`src/rtl/spike_frame_packer.sv`:
```
// Spike frame packer: assembles WIDTH-bit spike words into one N_SPIKES-bit frame with a
// valid/ready frame handshake. Define SPIKE_FRAME_PACKER_POPCNT_EN to add spike_count_o.
module spike_frame_packer #(
  parameter int WIDTH    = 32,
  parameter int N_SPIKES = 784,
  localparam int N_WORDS = (N_SPIKES + WIDTH - 1) / WIDTH,
  localparam int IDX_W   = (N_WORDS > 1) ? $clog2(N_WORDS) : 1
) (
  input  logic                clk_i,
  input  logic                rst_ni,
  input  logic                clear_i,
  input  logic [WIDTH-1:0]    word_i,
  input  logic                word_valid_i,
  output logic                word_ready_o,
  output logic [N_SPIKES-1:0] frame_o,
  output logic                frame_valid_o,
  input  logic                frame_ready_i,
  output logic [IDX_W-1:0]    word_idx_o
`ifdef SPIKE_FRAME_PACKER_POPCNT_EN
  ,
  output logic [$clog2(N_SPIKES+1)-1:0] spike_count_o
`endif
);

  localparam logic [IDX_W-1:0] LAST_IDX = IDX_W'(N_WORDS - 1);

  typedef enum logic {
    FILL = 1'b0,
    FULL = 1'b1
  } state_e;

  state_e                state_q, state_d;
  logic [IDX_W-1:0]      idx_q, idx_d;
  logic [N_SPIKES-1:0]   frame_q, frame_d;
  logic                  wordAccept;
  logic                  frameTake;

  // Ready/valid come straight from the state register, so frame_ready_i never reaches word_ready_o.
  always_comb begin
    wordAccept = (state_q == FILL) && word_valid_i;
    frameTake  = (state_q == FULL) && frame_ready_i;
  end

  always_comb begin
    state_d       = state_q;
    idx_d         = idx_q;
    frame_d       = frame_q;
    word_ready_o  = (state_q == FILL);
    frame_valid_o = (state_q == FULL);

    if (clear_i) begin
      state_d = FILL;
      idx_d   = '0;
      frame_d = '0;
    end else if (wordAccept) begin
      // Bits past N_SPIKES in the last word simply have no destination.
      for (int b = 0; b < N_SPIKES; b++) begin
        if ((b / WIDTH) == int'(idx_q)) begin
          frame_d[b] = word_i[b % WIDTH];
        end
      end
      if (idx_q == LAST_IDX) begin
        state_d = FULL;
      end else begin
        idx_d = idx_q + 1'b1;
      end
    end else if (frameTake) begin
      state_d = FILL;
      idx_d   = '0;
    end
  end

  always_ff @(posedge clk_i or negedge rst_ni) begin
    if (!rst_ni) begin
      state_q <= FILL;
      idx_q   <= '0;
      frame_q <= '0;
    end else begin
      state_q <= state_d;
      idx_q   <= idx_d;
      frame_q <= frame_d;
    end
  end

  assign frame_o    = frame_q;
  assign word_idx_o = idx_q;

`ifdef SPIKE_FRAME_PACKER_POPCNT_EN
  localparam int CNT_W     = $clog2(N_SPIKES + 1);
  localparam int LAST_BITS = N_SPIKES - (N_WORDS - 1) * WIDTH;

  logic [CNT_W-1:0] count_q, count_d;
  logic [CNT_W-1:0] wordOnes;

  // Only bits that actually land in the frame contribute to the count.
  always_comb begin
    wordOnes = '0;
    for (int k = 0; k < WIDTH; k++) begin
      if ((idx_q != LAST_IDX) || (k < LAST_BITS)) begin
        wordOnes = wordOnes + CNT_W'(word_i[k]);
      end
    end
  end

  always_comb begin
    count_d = count_q;
    if (clear_i || frameTake) begin
      count_d = '0;
    end else if (wordAccept) begin
      count_d = count_q + wordOnes;
    end
  end

  always_ff @(posedge clk_i or negedge rst_ni) begin
    if (!rst_ni) begin
      count_q <= '0;
    end else begin
      count_q <= count_d;
    end
  end

  assign spike_count_o = count_q;
`endif

endmodule

```
`config.mk`:
```
export PLATFORM = sky130hd
export DESIGN_NAME = spike_frame_packer
export DESIGN_NICKNAME = d
export VERILOG_FILES = /design/src/rtl/spike_frame_packer.sv
export SDC_FILE = /design/constraint.sdc
export NUM_CORES = 1
export LEC_CHECK = 0
export ABC_CLOCK_PERIOD_IN_PS = 3230
export BUFFER_PORTS_ARGS = -buffer_cell sky130_fd_sc_hd__buf_2
export CAP_MARGIN = 10
export CORE_AREA = 3 3 322 324
export CTS_CLUSTER_DIAMETER = 120
export CTS_CLUSTER_SIZE = 25
export DETAILED_ROUTE_END_ITERATION = 12
export DIE_AREA = 0 0 325 327
export PLACE_DENSITY_LB_ADDON = 0.15
export REMOVE_ABC_BUFFERS = 1
export SYNTH_ARGS = -nofsm -noshare
export SYNTH_HDL_FRONTEND = slang
export SYNTH_SLANG_ARGS = --single-unit
```
`constraint.sdc`:
```
create_clock -name clk_i -period 3.23 [get_ports clk_i]
set_input_delay 0.1615 -clock clk_i [delete_from_list [all_inputs] [get_ports clk_i]]
set_output_delay 0.1615 -clock clk_i [all_outputs]
set_load 0.1 [all_outputs]
```
==> results of run 1 <==
flip-flops by register name (all words and copies together), names as in the netlist:
register	cells
frame_o	784
word_idx_o	5
frame_valid_o	1
cells by family (layout without fill, tap and decap cells):
group / after synthesis / after routing
simple gates: 897 / 897
flops: 790 / 790
mux: 753 / 753
buf+inv: 248 / 1028
compound gates: 40 / 40
fa+ha+maj: 5 / 5
xor+xnor: 1 / 1
layer usage:
metal  track usage (%)  share of wire, %
met1              30.0                43
met2              38.5                48
met3              5.79               6.2
met4              5.62               2.4
met5                 0                 0
worst max-delay path: cells and delay by family (launching register included):
kind / cells / cell delay (ns)
adder cells (fa/ha/maj): 1 / 0.33
buffers and inverters: 2 / 0.62
flip-flops: 1 / 0.47
multiplexers: 1 / 0.12
AND/OR/NAND/NOR: 2 / 0.78
worst paths after layout:
path	start	endpoint	depth (start not counted)
setup / recovery	word_idx_o[0]	frame_o[739]	6
hold / removal	clear_i	frame_o[607]	3
setup reg to reg	word_idx_o[0]	frame_o[739]	6
hold reg to reg	frame_o[496]	frame_o[496]	2
max in group asynchronous	rst_ni	frame_o[377]	4
min in group asynchronous	rst_ni	frame_o[564]	2
cell type report:
type	instances	share of cell area, %
flip-flops and latches	790	47.3
multi-input cells	1696	32.3
repair buffers	980	13.7
well taps	1368	4.09
clock buffers	41	2.45
clock inverters	3	0.171
inverters	4	0.0359
where the power goes:
group,internal (mW),switching [mW]
Sequential,9.95,0.0393
Combinational,0.425,1.22
Clock,2.39,3.39
Total,12.8,4.64
layout by cell type, fill, tap and decap left out, types with 3 or more instances in the layout:
| cell type | n |
|---|---|
| nor4bb_2 | 3 |
| nand2_4 | 9 |
| buf_4 | 92 |
| buf_12 | 27 |
| nor2b_1 | 3 |
| mux2i_1 | 752 |
| ha_1 | 5 |
| nand2b_1 | 788 |
| dlygate4sd3_1 | 34 |
| dfrtp_1 | 790 |
| a21oi_1 | 34 |
| nand2_1 | 66 |
| inv_1 | 4 |
| clkbuf_16 | 41 |
| nand3_4 | 10 |
| buf_2 | 825 |
through the flow:
step	instance area [um2]	util [%]	instances	hold slack (ns)
detailed placement	40400	39.8	4804	0.203
global route	41800	41.2	4882	0.0782
floorplan	33100	-	2490	-0.134
global placement	40400	39.8	4804	0.199
finish	41800	41.2	4882	0.0935
CTS	41800	41.2	4882	0.0143
timing repair:
action                     4_1_cts  5_1_grt
hold endpoints to repair       147        0
setup endpoints to repair        0        0
hold buffers                    34        0
gates resized for setup          0        0
==> metrics.csv, run 1 <==
stage,metric,value,unit
run,cap_viol_max_count,0,
placement,pre_cts_slack,0.731,ns
cells_and_area,multiInputGateArea,13500,um2
setup_path,crit_arrival,2.98,ns
sta,rsz0062_at_grt,no,
yosys,synthTopCellsByCount,"dfrtp_1 (790), nand2b_1 (788), mux2i_1 (752), clkbuf_1 (134), buf_2 (72)",
detailed_routing,dr.pass1.iters,5,
detailed_routing,via_count,23100,
yosys,synth_ff_type,dfrtp_1,
detailed_routing,dr.first_iter.drc_count,1634,
clock_tree,cts.clk_slew.worst_paths,0.11,ns
sta,period_needed,2.51,ns
global_routing,grt_util_all_layers,23.0,%
sta,worstMarginPinSlew,0.997,ns
power,pwr_density_cell,416,nW/um2
outcome,run_status,"complete, no violations",
yosys,synthArstFlopShare,100,%
clock_tree,insertion_delay,0.63,ns
setup_path,cp_slowest_cell,nand3_4,
yosys,synth_top_area_cell,dfrtp_1,
setup_path,crit_fanout,20,
floorplan,rows,117,
yosys,synth_xor_area_share,0.0255,%
power,peakVddDrop,0.000294,V
yosys,synthMuxAreaShare,21.9,%
yosys,ys_warn_count,0,
sta,finalCritPeriodShare,77.6,%
cells_and_area,area_growth,21.6,%
cells_and_area,fillers,9913,
setup_path,path_cells,ha_1 -> nor4bb_2 -> buf_4 -> nand3_4 -> buf_4 -> mux2i_1,
sta,setup_ws,0.724,ns
placement,hpwl,84200,um
global_routing,grt_first_pass_wirelength,181000,um
detailed_routing,vias_per_cell,4.73,
yosys,synth.ff_latch_count,790,
setup_path,crit_type,reg2reg,
cells_and_area,diodes,0,
sta,setup_viol,0,
floorplan,start_util,33.9,%
floorplan,core_area,101000,um2
detailed_routing,drc,0,
yosys,synth_area_leaders,"dfrtp_1 (57%), mux2i_1 (22%), nand2b_1 (14%)",
setup_path,rrSetupSlack,0.72,ns
sta,finalHoldViolations,0,
sta,slew_headroom,33.5,%
yosys,yosys.area_share.simple,16.1,%
clock_tree,cts_buffers,38,
sta,drv_slew,0,
setup_path,cp-end-kind,flip-flop,
floorplan,die_w,325,um
sta,fin_skew,0.0403,ns
global_routing,grt_pass1_vias,23900,
global_routing,grt_max_degree,112,
hold_path,timing.hold.worst.class,in2reg,
clock_tree,cts_max_path_buffers,3,
power,leakagePower,25.4,nW
clock_tree,htreeDepth,2,
clock_tree,cts.sinks,790,
floorplan,die-area,106000,um2
yosys,ys_seq_area_share,57.5,%
floorplan,io_pins,828,
global_routing,grt.overflow.total,0,
setup_path,worst_setup_path_start_kind,flip-flop,
cells_and_area,fin_nets,3552,
global_routing,antenna_found_initial,0,
yosys,synth_compound_area_share,0.637,%
yosys,yosys.area_share.adder,0.182,%
yosys,synth_cell_types,37,
detailed_routing,ant_nets,0,
yosys,synth_edf_count,0,
yosys,syn_area_per_cell,12.6,um2
setup_path,cp_common_cell,buf_4,
sta,finalSetupTns,0,ns
setup_path,critPathRequiredTime,3.70,ns
power,power,17.4,mW
clock_tree,cts_setup_buffers,0,
cells_and_area,regArea,19800,um2
yosys,synth.most_common_cell,dfrtp_1,
clock_tree,cts_tree,done,
placement,routabilityCongestion,0.775,
detailed_routing,wl_per_cell,25.6,um
floorplan,die_y,327,um
yosys,post-synth-top-area-fraction,57.5,%
sta,fmax,399,MHz
yosys,synth_top_family_by_area,multiplexers,
yosys,synthCells,2734,
detailed_routing,wl,125000,um
setup_path,critPathMaxStageDelay,0.53,ns
placement,io_buffer_count,827,
clock_tree,root_buffer,clkbuf_16,
cells_and_area,drive_gt1_share,29.0,%
yosys,netlist_area,34400,um2
(Power assumes the default switching activity.)
==> inputs of run 2 (changes only) <==
Settings changed: ABC_AREA set to 1, ABC_CLOCK_PERIOD_IN_PS 3230 to 2100, CORE_AREA 3 3 322 324 to 3 3 320 322, DIE_AREA 0 0 325 327 to 0 0 323 325.
Clock period 3.23 ns to 2.1 ns, I/O delays scaled along.
==> run 2 against run 1 <==
Sequential cell count unchanged. Clock power up 54%. Synthesized area down 8.0%. Count of clock-buffer cells in the layout unchanged. Setup slack worse by 0.54 ns. Highest routed layer is now met5.
==> metrics.csv, run 2 <==
stage,metric,value,unit,change
yosys,syn_area_per_cell,8.75,um2,-30%
cells_and_area,layout_commonest_cell,nand2_1,,
setup_path,crit_arrival,2.42,ns,-0.56 ns
yosys,post-synth-top-area-fraction,62.5,%,+5.0 points
floorplan,die_y,325,um,-0.61%
power,pwr_density_cell,721,nW/um2,+73%
detailed_routing,dr.pass1.iters,5,,unchanged
cells_and_area,fillers,10400,,+4.6%
clock_tree,cts_max_path_buffers,3,,unchanged
global_routing,grt_pass1_vias,26800,,+12%
hold_path,hold_end,frame_o[518],,
setup_path,r2r_end,frame_o[483],,
detailed_routing,drc,0,,unchanged
cells_and_area,fin_area,39600,um2,-5.2%
detailed_routing,via_count,28500,,+23%
placement,routabilityCongestion,0.798,,+3.0%
clock_tree,cts_buffers,38,,unchanged
setup_path,critPathLaunch,word_idx_o[1],,
sta,fin_skew,0.0224,ns,-0.0179 ns
sta,period_needed,1.92,ns,-0.589 ns
global_routing,grt.overflow.total,0,,unchanged
global_routing,grt_first_pass_wirelength,202000,um,+12%
cells_and_area,post-route-util,39.7,%,-1.5 points
global_routing,grt_util_all_layers,26.2,%,+3.2 points
yosys,synth.ff_latch_count,790,,unchanged
placement,hpwl,93700,um,+11%
setup_path,cp-end-kind,flip-flop,,
placement,io_buffer_count,827,,unchanged
cells_and_area,area_growth,25.3,%,
setup_path,r2r-start,word_idx_o[1],,
sta,setup_viol,0,,unchanged
cells_and_area,drive_gt1_share,25.0,%,-4.0 points
clock_tree,cts_tree,done,,
placement,place_inst,5599,,+17%
setup_path,critPathRequiredTime,2.61,ns,-1.09 ns
setup_path,reg2regPathDepth,9,,+3
setup_path,path_buf_inv,3,,+1
sta,rsz0062_at_grt,no,,
setup_path,cp_slowest_cell,dfrtp_1,,
cells_and_area,final_cell_mix,"nand2_1 (1563), buf_2 (825), nand3_1 (789), dfrtp_1 (789), buf_4 (101)",,
sta,finalCritPeriodShare,91.3,%,+14 points
setup_path,cp_common_cell,ha_1,,
clock_tree,cts.clk_slew.worst_paths,0.10,ns,about the same
detailed_routing,wl_per_cell,25.2,um,-1.6%
sta,drv_slew,0,,unchanged
floorplan,die_w,323,um,-0.62%
hold_path,worstHoldStart,word_i[6],,
yosys,synth_top_area_cell,dfrtp_1,,
floorplan,io_pins,828,,unchanged
clock_tree,htreeDepth,2,,unchanged
yosys,synthCells,3613,,+32%
global_routing,antenna_found_initial,6,,+6
setup_path,critPathTopFamily,buffers and inverters,,
cells_and_area,fin_nets,4396,,+24%
floorplan,rows,116,,-0.85%
yosys,synth.most_common_cell,nand2_1,,
hold_path,hold_depth,5,,+2
yosys,ys_seq_area_share,62.5,%,+5.0 points
global_routing,grt_max_degree,113,,+0.89%
clock_tree,cts_setup_buffers,0,,unchanged
setup_path,critPathMaxStageDelay,0.41,ns,-0.12 ns
hold_path,timing.hold.worst.class,in2reg,,
clock_tree,insertion_delay,0.61,ns,-0.02 ns
power,leakagePower,24.1,nW,-5.5%
yosys,synth_cell_types,19,,-49%
yosys,synthArstFlopShare,100,%,unchanged
sta,worstMarginPinSlew,1.24,ns,+0.245 ns
detailed_routing,wl,142000,um,+14%
cells_and_area,fin_cells,5659,,+16%
yosys,synth_ff_type,dfrtp_1,,
sta,finalHoldViolations,0,,unchanged
run,cap_viol_max_count,0,,unchanged
sta,slew_headroom,17.0,%,-17 points
power,peakVddDrop,0.000607,V,+110%
power,power,28.6,mW,+64%
detailed_routing,ant_nets,0,,unchanged
clock_tree,root_buffer,clkbuf_16,,
setup_path,crit_fanout,33,,+65%
setup_path,path_cells,buf_4 -> ha_1 -> inv_1 -> nor2_1 -> ha_1 -> nand2_1 -> buf_6 -> nand3_1 -> o21ai_0,,
yosys,synthTopCellsByCount,"nand2_1 (1566), dfrtp_1 (790), nand3_1 (789), clkbuf_1 (173), buf_2 (97)",,
detailed_routing,dr.first_iter.drc_count,2828,,+73%
floorplan,core_area,99900,um2,-1.6%
floorplan,start_util,31.7,%,-2.2 points
placement,dpl_cell_area,38400,um2,-4.9%
yosys,synth_area_leaders,"dfrtp_1 (63%), nand2_1 (19%), nand3_1 (12%)",,
outcome,run_status,"complete, no violations",,
setup_path,rrSetupSlack,0.18,ns,-0.54 ns
setup_path,crit_type,reg2reg,,
sta,fmax,522,MHz,+31%
clock_tree,cts.sinks,790,,unchanged
floorplan,die-area,105000,um2,-1.2%
yosys,netlist_area,31600,um2,-8.0%
cells_and_area,largest_register_ffs,784,,unchanged
detailed_routing,vias_per_cell,5.04,,+6.5%
setup_path,worst_setup_path_start_kind,flip-flop,,
yosys,synth_edf_count,0,,unchanged
yosys,ys_warn_count,0,,unchanged
==> run 2: timing repair <==
item                                    in CTS  in global routing
resized for setup                            0                  6
endpoints found under the setup margin       0                 64
hold buffers                                13                  0
endpoints found under the hold margin      487                  0
==> run 2: logic make-up (layout without fill, tap and decap cells) <==
group	Yosys count	after routing	synth area share, %
xor gates and xnor gates	1	1	0.0277
DFF	790	790	62.5
other	0	2	0
buffers and inverters	374	1120	4.85
AOI/OAI and AO/OA	22	22	0.348
adders and majority gates	5	5	0.198
and+or+nand+nor	2421	2421	32.1
==> run 2: metal layers <==
layer / routed length (um) / share of wire, % / GRT usage [%] / up-vias
met2: 67000 / 47 / 42.1 / 1133
met3: 10100 / 7.1 / 5.42 / 183
met5: 17 / 0.012 / 0 / -
li1: - / - / - / 12900
met1: 60200 / 42 / 35.2 / 14300
met4: 5090 / 3.6 / 8.59 / 4
==> run 2: worst reg2reg max path, stage by stage (launching register included) <==
cell,delay (ns)
dfrtp_1,0.41
buf_4,0.16
ha_1,0.20
inv_1,0.07
nor2_1,0.05
ha_1,0.17
nand2_1,0.21
buf_6,0.33
nand3_1,0.11
o21ai_0,0.10
==> run 2: power by group <==
group / total (mW) / internal, mW / switching (mW)
combinational: 4.12 / 0.613 / 3.50
clock: 8.88 / 3.68 / 5.20
sequential: 15.6 / 15.4 / 0.157
==> run 2: stage by stage <==
| step | setup TNS (ns) | worst slack (ns) | hold slack [ns] |
|---|---|---|---|
| after floorplan | -8206.61 | -14.31 | -0.191 |
| after global placement | 0 | 0.113 | 0.137 |
| after detailed placement | 0 | 0.106 | 0.142 |
| after CTS | 0 | 0.0656 | 0.00395 |
| after global routing | 0 | 0.00295 | 0.0233 |
| final | 0 | 0.183 | 0.0244 |
==> run 2: cell type report <==
type / instances / area (um2) / area share, %
tap: 1298 / 1620 / 4.10
clock inverter: 4 / 71.3 / 0.180
multi-input combinational: 2449 / 10600 / 26.7
antenna: 2 / 5.00 / 0.0126
timing repair buffer: 1004 / 6300 / 15.9
inverter: 71 / 277 / 0.698
sequential: 790 / 19800 / 49.9
clock buffer: 41 / 1030 / 2.59
==> run 2: worst max-delay path by stage <==
stage | cells past startpoint | to | slack (ns)
6_report | 9 | frame_o[483] | 0.18
2_1_floorplan | 4 | frame_o[480] | -14.31
5_1_grt | 10 | frame_o[760] | 0.003
3_3_place_gp | 6 | frame_o[6] | 0.11
3_5_place_dp | 9 | frame_o[483] | 0.11
4_1_cts | 9 | frame_o[483] | 0.07
